$ cat src/rtl/req_scheduler.sv
// req_scheduler: latches cab and hall requests for one elevator car, clears
// them when the car is served, and runs the IDLE/UP/DOWN direction FSM that
// picks the next floor to serve.
module req_scheduler #(
  parameter int F_N = 4,   // number of floors (2..16)
  parameter int FW  = 8    // width of the binary floor index
) (
  input  logic           clk380hz,
  input  logic           rst,         // synchronous, active-low
  input  logic [FW-1:0]  curr_floor,
  input  logic           moving,
  input  logic           door_open,
  input  logic [F_N-1:0] floor_in,
  input  logic [F_N-1:0] up_in,
  input  logic [F_N-1:0] down_in,
  output logic [F_N-1:0] cab_pend,
  output logic [F_N-1:0] up_pend,
  output logic [F_N-1:0] down_pend,
  output logic [1:0]     dir,
  output logic [FW-1:0]  target,
  output logic           stop_here,
  output logic           any_pend
);

  typedef enum logic [1:0] {
    S_IDLE = 2'b00,
    S_UP   = 2'b01,
    S_DOWN = 2'b10
  } dir_t;

  // The top floor has no up button and the bottom floor no down button.
  localparam logic [F_N-1:0] UP_OK   = ~(F_N'(1) << (F_N - 1));
  localparam logic [F_N-1:0] DOWN_OK = ~F_N'(1);

  dir_t           state_reg;
  logic [FW-1:0]  target_reg;
  logic [F_N-1:0] cab_reg, up_reg, down_reg;
  logic [F_N-1:0] floor_q_reg, up_q_reg, down_q_reg;

  logic [F_N-1:0] gt_mask, lt_mask, eq_mask;
  logic [F_N-1:0] all_pend;
  logic [F_N-1:0] cab_set, up_set, down_set;
  logic [F_N-1:0] cab_clr, up_clr, down_clr;
  logic [F_N-1:0] cab_next, up_next, down_next;
  logic           cf_valid, served;
  logic           above, below, at_cf, beyond;
  logic [FW-1:0]  up_idx, down_idx;

  // Per-floor position of each index relative to the car. An out-of-range
  // curr_floor leaves eq_mask empty, so nothing is cleared or stopped at.
  genvar gi;
  generate
    for (gi = 0; gi < F_N; gi++) begin : g_mask
      localparam logic [FW-1:0] IDX = FW'(gi);
      assign gt_mask[gi] = (IDX > curr_floor);
      assign lt_mask[gi] = (IDX < curr_floor);
      assign eq_mask[gi] = (IDX == curr_floor);
    end
  endgenerate

  assign cf_valid = (curr_floor < FW'(F_N));
  assign all_pend = cab_reg | up_reg | down_reg;
  assign above    = |(all_pend & gt_mask);
  assign below    = |(all_pend & lt_mask);
  assign at_cf    = |(all_pend & eq_mask);
  assign served   = door_open & ~moving & cf_valid;

  // Rising edges of the buttons; a held button only produces one edge.
  assign cab_set  = floor_in & ~floor_q_reg;
  assign up_set   = up_in & ~up_q_reg & UP_OK;
  assign down_set = down_in & ~down_q_reg & DOWN_OK;

  // Hall calls are cleared only for the direction the car is travelling.
  assign cab_clr  = served ? eq_mask : '0;
  assign up_clr   = (state_reg != S_DOWN) ? cab_clr : '0;
  assign down_clr = (state_reg != S_UP) ? cab_clr : '0;

  // Clear wins over a same-cycle capture of the same bit.
  assign cab_next  = (cab_reg | cab_set) & ~cab_clr;
  assign up_next   = (up_reg | up_set) & ~up_clr & UP_OK;
  assign down_next = (down_reg | down_set) & ~down_clr & DOWN_OK;

  // Nearest pending floor above and below the car; defaults to curr_floor.
  always_comb begin
    up_idx   = curr_floor;
    down_idx = curr_floor;
    for (int i = F_N - 1; i >= 0; i--) begin
      if (all_pend[i] && gt_mask[i]) up_idx = FW'(i);
    end
    for (int i = 0; i < F_N; i++) begin
      if (all_pend[i] && lt_mask[i]) down_idx = FW'(i);
    end
  end

  // Whether more work lies ahead in the travel direction.
  always_comb begin
    beyond = 1'b0;
    case (state_reg)
      S_UP:    beyond = above;
      S_DOWN:  beyond = below;
      default: beyond = 1'b0;
    endcase
  end

  assign stop_here = |(cab_reg & eq_mask)
                   | (|(up_reg & eq_mask) & (state_reg != S_DOWN))
                   | (|(down_reg & eq_mask) & (state_reg != S_UP))
                   | (at_cf & ~beyond);

  assign any_pend  = |all_pend;
  assign cab_pend  = cab_reg;
  assign up_pend   = up_reg;
  assign down_pend = down_reg;
  assign dir       = state_reg;
  assign target    = target_reg;

  // Button edge registers, request latches, direction FSM and target.
  always_ff @(posedge clk380hz) begin
    floor_q_reg <= floor_in;
    up_q_reg    <= up_in;
    down_q_reg  <= down_in;
    if (!rst) begin
      cab_reg    <= '0;
      up_reg     <= '0;
      down_reg   <= '0;
      state_reg  <= S_IDLE;
      target_reg <= '0;
    end else begin
      cab_reg  <= cab_next;
      up_reg   <= up_next;
      down_reg <= down_next;
      if (cf_valid) begin
        if (!moving) begin
          case (state_reg)
            S_DOWN: begin
              if (below) begin
                state_reg  <= S_DOWN;
                target_reg <= down_idx;
              end else if (above) begin
                state_reg  <= S_UP;
                target_reg <= up_idx;
              end else begin
                state_reg  <= S_IDLE;
                target_reg <= curr_floor;
              end
            end
            default: begin
              if (above) begin
                state_reg  <= S_UP;
                target_reg <= up_idx;
              end else if (below) begin
                state_reg  <= S_DOWN;
                target_reg <= down_idx;
              end else begin
                state_reg  <= S_IDLE;
                target_reg <= curr_floor;
              end
            end
          endcase
        end else begin
          case (state_reg)
            S_UP:    target_reg <= up_idx;
            S_DOWN:  target_reg <= down_idx;
            default: target_reg <= curr_floor;
          endcase
        end
      end
    end
  end

endmodule

$ cat config.mk
export PLATFORM = sky130hd
export DESIGN_NAME = req_scheduler
export DESIGN_NICKNAME = d
export VERILOG_FILES = /design/src/rtl/req_scheduler.sv
export SDC_FILE = /design/constraint.sdc
export NUM_CORES = 1
export LEC_CHECK = 0
export CAP_MARGIN = 0
export CORE_MARGIN = 5
export CORE_UTILIZATION = 46
export DETAILED_ROUTE_END_ITERATION = 6
export HOLD_SLACK_MARGIN = 0.08
export PLACE_DENSITY = 0.84
export SLEW_MARGIN = 20
export SYNTH_ARGS = -nofsm -noshare
export SYNTH_HDL_FRONTEND = slang
export SYNTH_SLANG_ARGS = --single-unit
$ cat constraint.sdc
create_clock -name clk380hz -period 2.7 [get_ports clk380hz]
set_clock_uncertainty 0.2 [all_clocks]
set_input_delay 0.405 -clock clk380hz [delete_from_list [all_inputs] [get_ports clk380hz]]
set_output_delay 0.405 -clock clk380hz [all_outputs]
set_load 0.02 [all_outputs]
## Word-level counts from Yosys, hierarchy flattened

Cells that the tools add are included.

| cells by class | value |
|---|---|
| bitwise gates (word level) | 33 |
| mux-type cells | 24 |
| magnitude comparators | 9 |
| reduce and logical (&&, ||, !) cells | 17 |
| equality and inequality tests | 7 |

Operators by type and width:

| kind | number |
|---|---|
| $mux W8 | 14 |
| $and A4 B4 Y4 | 9 |
| $reduce_or A4 Y1 | 7 |
| $eq A2 B8 Y1 const A | 2 |
| $gt A1 B8 Y1 const A | 2 |
| $gt A2 B8 Y1 const A | 2 |
| $lt A1 B8 Y1 const A | 2 |
| $lt A2 B8 Y1 const A | 2 |
| $not A4 Y4 | 4 |
| $pmux W8 S2 | 1 |
| $or A4 B4 Y4 | 3 |
| $eq A1 B8 Y1 const A | 1 |
| $logic_and A1 B1 Y1 | 8 |
| $logic_not A8 Y1 | 1 |
| $lt A8 B3 Y1 const B | 1 |
| $mux W2 | 4 |
| $mux W4 | 2 |
| $and A3 B3 Y3 | 2 |
| $not A3 Y3 | 2 |
| $and A1 B1 Y1 | 5 |
| $and A3 B4 Y4 | 1 |
| $or A4 B3 Y4 | 1 |
| $mux W3 | 1 |
| $or A1 B1 Y1 | 3 |
| 9 further kinds | 10 |

| word-level totals | value |
|---|---|
| output and inout port bits | 24 |
| input bits | 24 |
| word-level logic and storage cells | 99 |
| flip-flop bits (word level) | 32 |

## Logic depth before layout (Yosys ltp)

Gate-level depths: netlist of run 1.

| depth | value |
|---|---|
| depth in word-level cells | 11 |
| gate-level depth with buffers | 8 |
| depth with buffers taken out | 7 |

## Worst setup path after synthesis of run 1

OpenSTA, ideal clock, no wires.

| path | value |
|---|---|
| path type | reg-to-output |
| start | reg state_reg[0], in the netlist dir[0] |
| end | out stop_here |
| setup slack | 0.106 ns |
| data required time | 2.095 ns |
| path buffers | 1 |
| data arrival time | 1.989 ns |
| cell stages (with the launch flop) | 8 |
| cells stage by stage | dfxtp_1 > inv_1 > ha_1 > clkbuf_1 > inv_1 > a221oi_1 > mux4_2 > a21oi_1 |

| between the ends | value |
|---|---|
| cells in the longest elaborated chain, start to end | 5 |
| elaborated cells on any way between the ends | 12 |
| those cells by class | 4 x eq/ne; 1 x mux; 7 x bitwise |

Ends and longest elaborated chain:

| element | RTL line | text |
|---|---|---|
| start: declaration | 35 | `dir_t state_reg;` |
| start signal: assignment | 126 | `state_reg <= S_IDLE;` |
| start signal: assignment | 137 | `state_reg <= S_DOWN;` |
| start signal: assignment | 140 | `state_reg <= S_UP;` |
| $eq A2 B2 Y1 (tied with other cells) | 98 | `case (state_reg)` |
| $pmux W1 S2 or $and A1 B1 Y1 (tied branches) | 98, 106 |  |
| $not A1 Y1 or $or A1 B1 Y1 (tied branches) | 108, 106 |  |
| $and A1 B1 Y1 or $or A1 B1 Y1 (tied branches) | 108, 107 |  |
| $or A1 B1 Y1 (*) | 108 | `\| (at_cf & ~beyond);` |
| end: declaration | 21 | `output logic stop_here,` |

Mark *: on every way between the ends. The rest lies on a longest branch, timed or not.

## Worst setup path after layout of run 1

| path | value |
|---|---|
| start | reg down_reg[1], in the netlist down_pend[1] |
| end | out stop_here |

| between the ends | value |
|---|---|
| cells in the longest elaborated chain, start to end | 7 |
| elaborated cells on any way between the ends | 15 |
| those cells by class | 1 x mux; 10 x bitwise; 4 x reduce/logical |

Ends and longest elaborated chain:

| element | RTL line | text |
|---|---|---|
| start: declaration | 37 | `logic [F_N-1:0] cab_reg, up_reg, down_reg;` |
| start signal: assignment | 131 | `down_reg <= down_next;` |
| $or A4 B4 Y4 | 62 | `assign all_pend = cab_reg \| up_reg \| down_reg;` |
| $and A4 B4 Y4 (on tied branches) | 64, 63 |  |
| $reduce_or A4 Y1 (on tied branches) | 64, 63 |  |
| $pmux W1 S2 | 98 |  |
| $not A1 Y1 | 108 |  |
| $and A1 B1 Y1 | 108 |  |
| $or A1 B1 Y1 (*) | 108 |  |

Marked as above.

==> impl_metrics.py, run 1 <==
metrics = {
    "finish": {
        "nets": 278,
        "fillers": 270,
        "layout_common_cells": "buf_4 (41), clkdlybuf4s50_1 (38), dfxtp_1 (27)",
        "finish.utilization_pct": 72.1,
        "largest_reg_flops": 8,
        "syn_to_final_growth_pct": 52.3,
        "n_antenna_cell": 0,
        "drive_gt1_share_pct": 31.2,
        "fin_area_um2": 2410,
        "final_common_cell": "buf_4",
    },
    "setup_path": {
        "cp.arrival_ps": 2030,
        "path_class": "flip-flop to output port",
        "critPathMaxFanout": 4,
        "slowest_stage": "mux4_2",
        "worstPathCellList": "or3_1 -> buf_4 -> mux4_2 -> o21ai_2 -> a21oi_2 -> buf_4",
        "end_kind": "output port",
        "crit_path_max_incr_delay_ps": 450,
        "rr_endpoint": "target[0]",
        "worst_setup_path_start_kind": "flip-flop",
        "reg2reg_from": "dir[0]",
        "critPathTopFamily": "multiplexers",
        "reg2reg_setup_slack_ps": 480,
        "required_ps": 2100,
        "worst-path-buf-inv": 2,
        "critical_path.most_common_cell": "buf_4",
        "reg2reg_depth": 7,
    },
    "timing": {
        "hold_viol": 0,
        "rsz0062_at_grt": "no",
        "finalCritPeriodShare_pct": 97.6,
        "fmax_ghz": 0.379,
        "fin_crit_ps": 2640,
        "slew_violations": 0,
        "fin_hold_ws_ps": 292,
        "setup_viol": 0,
        "worst_slack_ps": 64.8,
    },
    "floorplan": {
        "dieArea_um2": 4710,
        "io_pins": 48,
        "fp.dieW_um": 68.6,
        "start_util_pct": 47.4,
        "rows": 21,
        "core_um2": 3340,
        "die_y_um": 68.6,
    },
    "power_and_ir_drop": {
        "irDropWorstVdd_uv": 356,
        "power_leakage_nw": 0.995,
        "p_per_area_nw_per_um2": 430,
    },
    "drt": {
        "drtIter0Drc": 186,
        "route.antenna.remaining_nets": 0,
        "viasPerCell": 5.79,
        "vias": 1731,
        "post-route-drc-count": 0,
        "firstDrtPassIters": 4,
        "wl_um": 4700,
        "wl_per_cell_um": 15.7,
    },
    "synthesis": {
        "synthCells": 173,
        "synthFlopType": "dfxtp_1",
        "synth_edf_count": 0,
        "yosys_warnings": 0,
        "syn_area_um2": 1580,
        "synthArstFlopShare_pct": 0,
        "yosysUniqueCellTypes": 54,
        "ys_ff_latch": 30,
        "avgSynthCellArea_um2": 9.13,
        "ys_seq_area_share_pct": 38.0,
    },
    "global_routing": {
        "grt_use_total_pct": 21.7,
        "grt_pass1_wl_um": 7490,
        "grt_max_degree": 17,
        "overflow": 0,
        "antenna_found_initial": 0,
        "grt_pass1_vias": 1611,
    },
    "clock_tree": {
        "h-tree-depth": 2,
        "clk_pin_slew_worst_paths_ps": 110,
        "cts_buffer_depth": 2,
        "clk_latency_ps": 340,
        "cts-root-buf": "clkbuf_4",
        "cts_buffers": 5,
        "cts_hold_buf": 0,
        "cts_tree": "yes",
        "clock_sinks": 30,
    },
    "hold_path": {
        "worstHoldStart": "target[5]",
        "hold_class": "flip-flop to flip-flop",
        "hold-path-endpoint": "target[5]",
        "whs_path_depth": 1,
    },
    "placed_design": {
        "place_area_um2": 2300,
        "preCtsSetupSlack_ps": -502,
        "gp_congestion": 0.939,
        "io_buffers": 43,
        "hpwl_um": 3530,
    },
    "run": {
        "max_cap_violations": 0,
    },
    "run_status": {
        "status": "finished, final reports clean",
    },
}
[metrics by stage]
| step | power, mW | cells | setup TNS [ps] |
|---|---|---|---|
| floorplan | 0.616 | 174 | 0 |
| global placement | 0.744 | 289 | -575 |
| detailed placement | 0.747 | 289 | -547 |
| finish | 1.04 | 299 | 0 |
| global route | 1.09 | 299 | 0 |
| CTS | 1.04 | 297 | 0 |
[report_power, final]
group / internal, mW / total [mW] / leakage [nW] / switching, mW
Combinational: 0.143 / 0.269 / 0.712 / 0.126
Sequential: 0.461 / 0.476 / 0.249 / 0.0143
Clock: 0.125 / 0.292 / 0.0343 / 0.167
[logic make-up after synthesis]
kind of cell / synth area share (%)
AO/OA/AOI/OAI: 28.1
AND/OR/NAND/NOR: 23.8
flip-flops: 38.0
buffers and inverters: 5.46
multiplexers: 2.85
adder cells (fa/ha/maj): 1.58
other: 0.237
[Yosys cell counts (all sizes together), types with 6 or more instances]
| cell type | instances | area (um^2) |
|---|---|---|
| and3 | 7 | 45.1 |
| nand2 | 7 | 28.8 |
| nor2 | 8 | 35.0 |
| a21oi | 13 | 65.1 |
| dfxtp | 30 | 601 |
| clkbuf | 6 | 22.5 |
| nor3 | 9 | 72.6 |
| buf | 7 | 45.0 |
| o21ai | 14 | 73.8 |
| nor2b | 11 | 68.8 |
[worst register-to-register path: stages, from the launching register on]
cell	delay (ps)
dfxtp_2	360
inv_1	40
ha_1	400
nor2_1	80
or4b_1	520
a41o_1	270
o22ai_1	170
a21oi_1	80
[layout make-up]
cell class                 instances  area (um^2)  area share (%)
clock inverter                     2         12.5           0.520
timing repair buffer              84          742            30.8
clock buffer                       6         51.3            2.13
inverter                           5         18.8           0.780
multi-input combinational        126          921            38.3
sequential                        30          604            25.1
tap                               46         57.6            2.39
[layer usage]
layer | vias up | part of all wire, % | track usage [%]
li1 | 811 | - | -
met5 | - | 0 | 0
met3 | 34 | 9.4 | 6.48
met1 | 784 | 39 | 26.5
met2 | 102 | 46 | 33.1
met4 | 0 | 5.4 | 13.9
[what timing repair did]
action / CTS / global route
setup buffers: 0 / 2
gates resized for setup: 11 / 10
gates cloned: 0 / 0
pin swaps: 1 / 4
setup endpoints to repair: 2 / 1
[worst max path at each step]
stage          cells past startpoint           from  slack (ps)        end
2_1_floorplan                      7         dir[0]         110  stop_here
3_3_place_gp                       8  curr_floor[4]        -480  stop_here
3_5_place_dp                       8  curr_floor[4]        -500  stop_here
4_1_cts                            7   down_pend[1]          10  stop_here
5_1_grt                            7   down_pend[2]           5  stop_here
6_report                           6   down_pend[1]          60  stop_here
(Power assumes the default switching activity.)
==> run 2: changes to the inputs <==
Settings changed: TNS_END_PERCENT set to 1.
==> results of run 2 <==
Same layout as run 1: the final DEF is identical, and so are final timing and power.
==> run 3: changes to the inputs <==
Settings changed: CTS_CLUSTER_SIZE set to 40, HOLD_SLACK_MARGIN 0.08 to 0.02.
==> results of run 3 <==
Same layout as run 1: the final DEF is identical, and so are final timing and power.
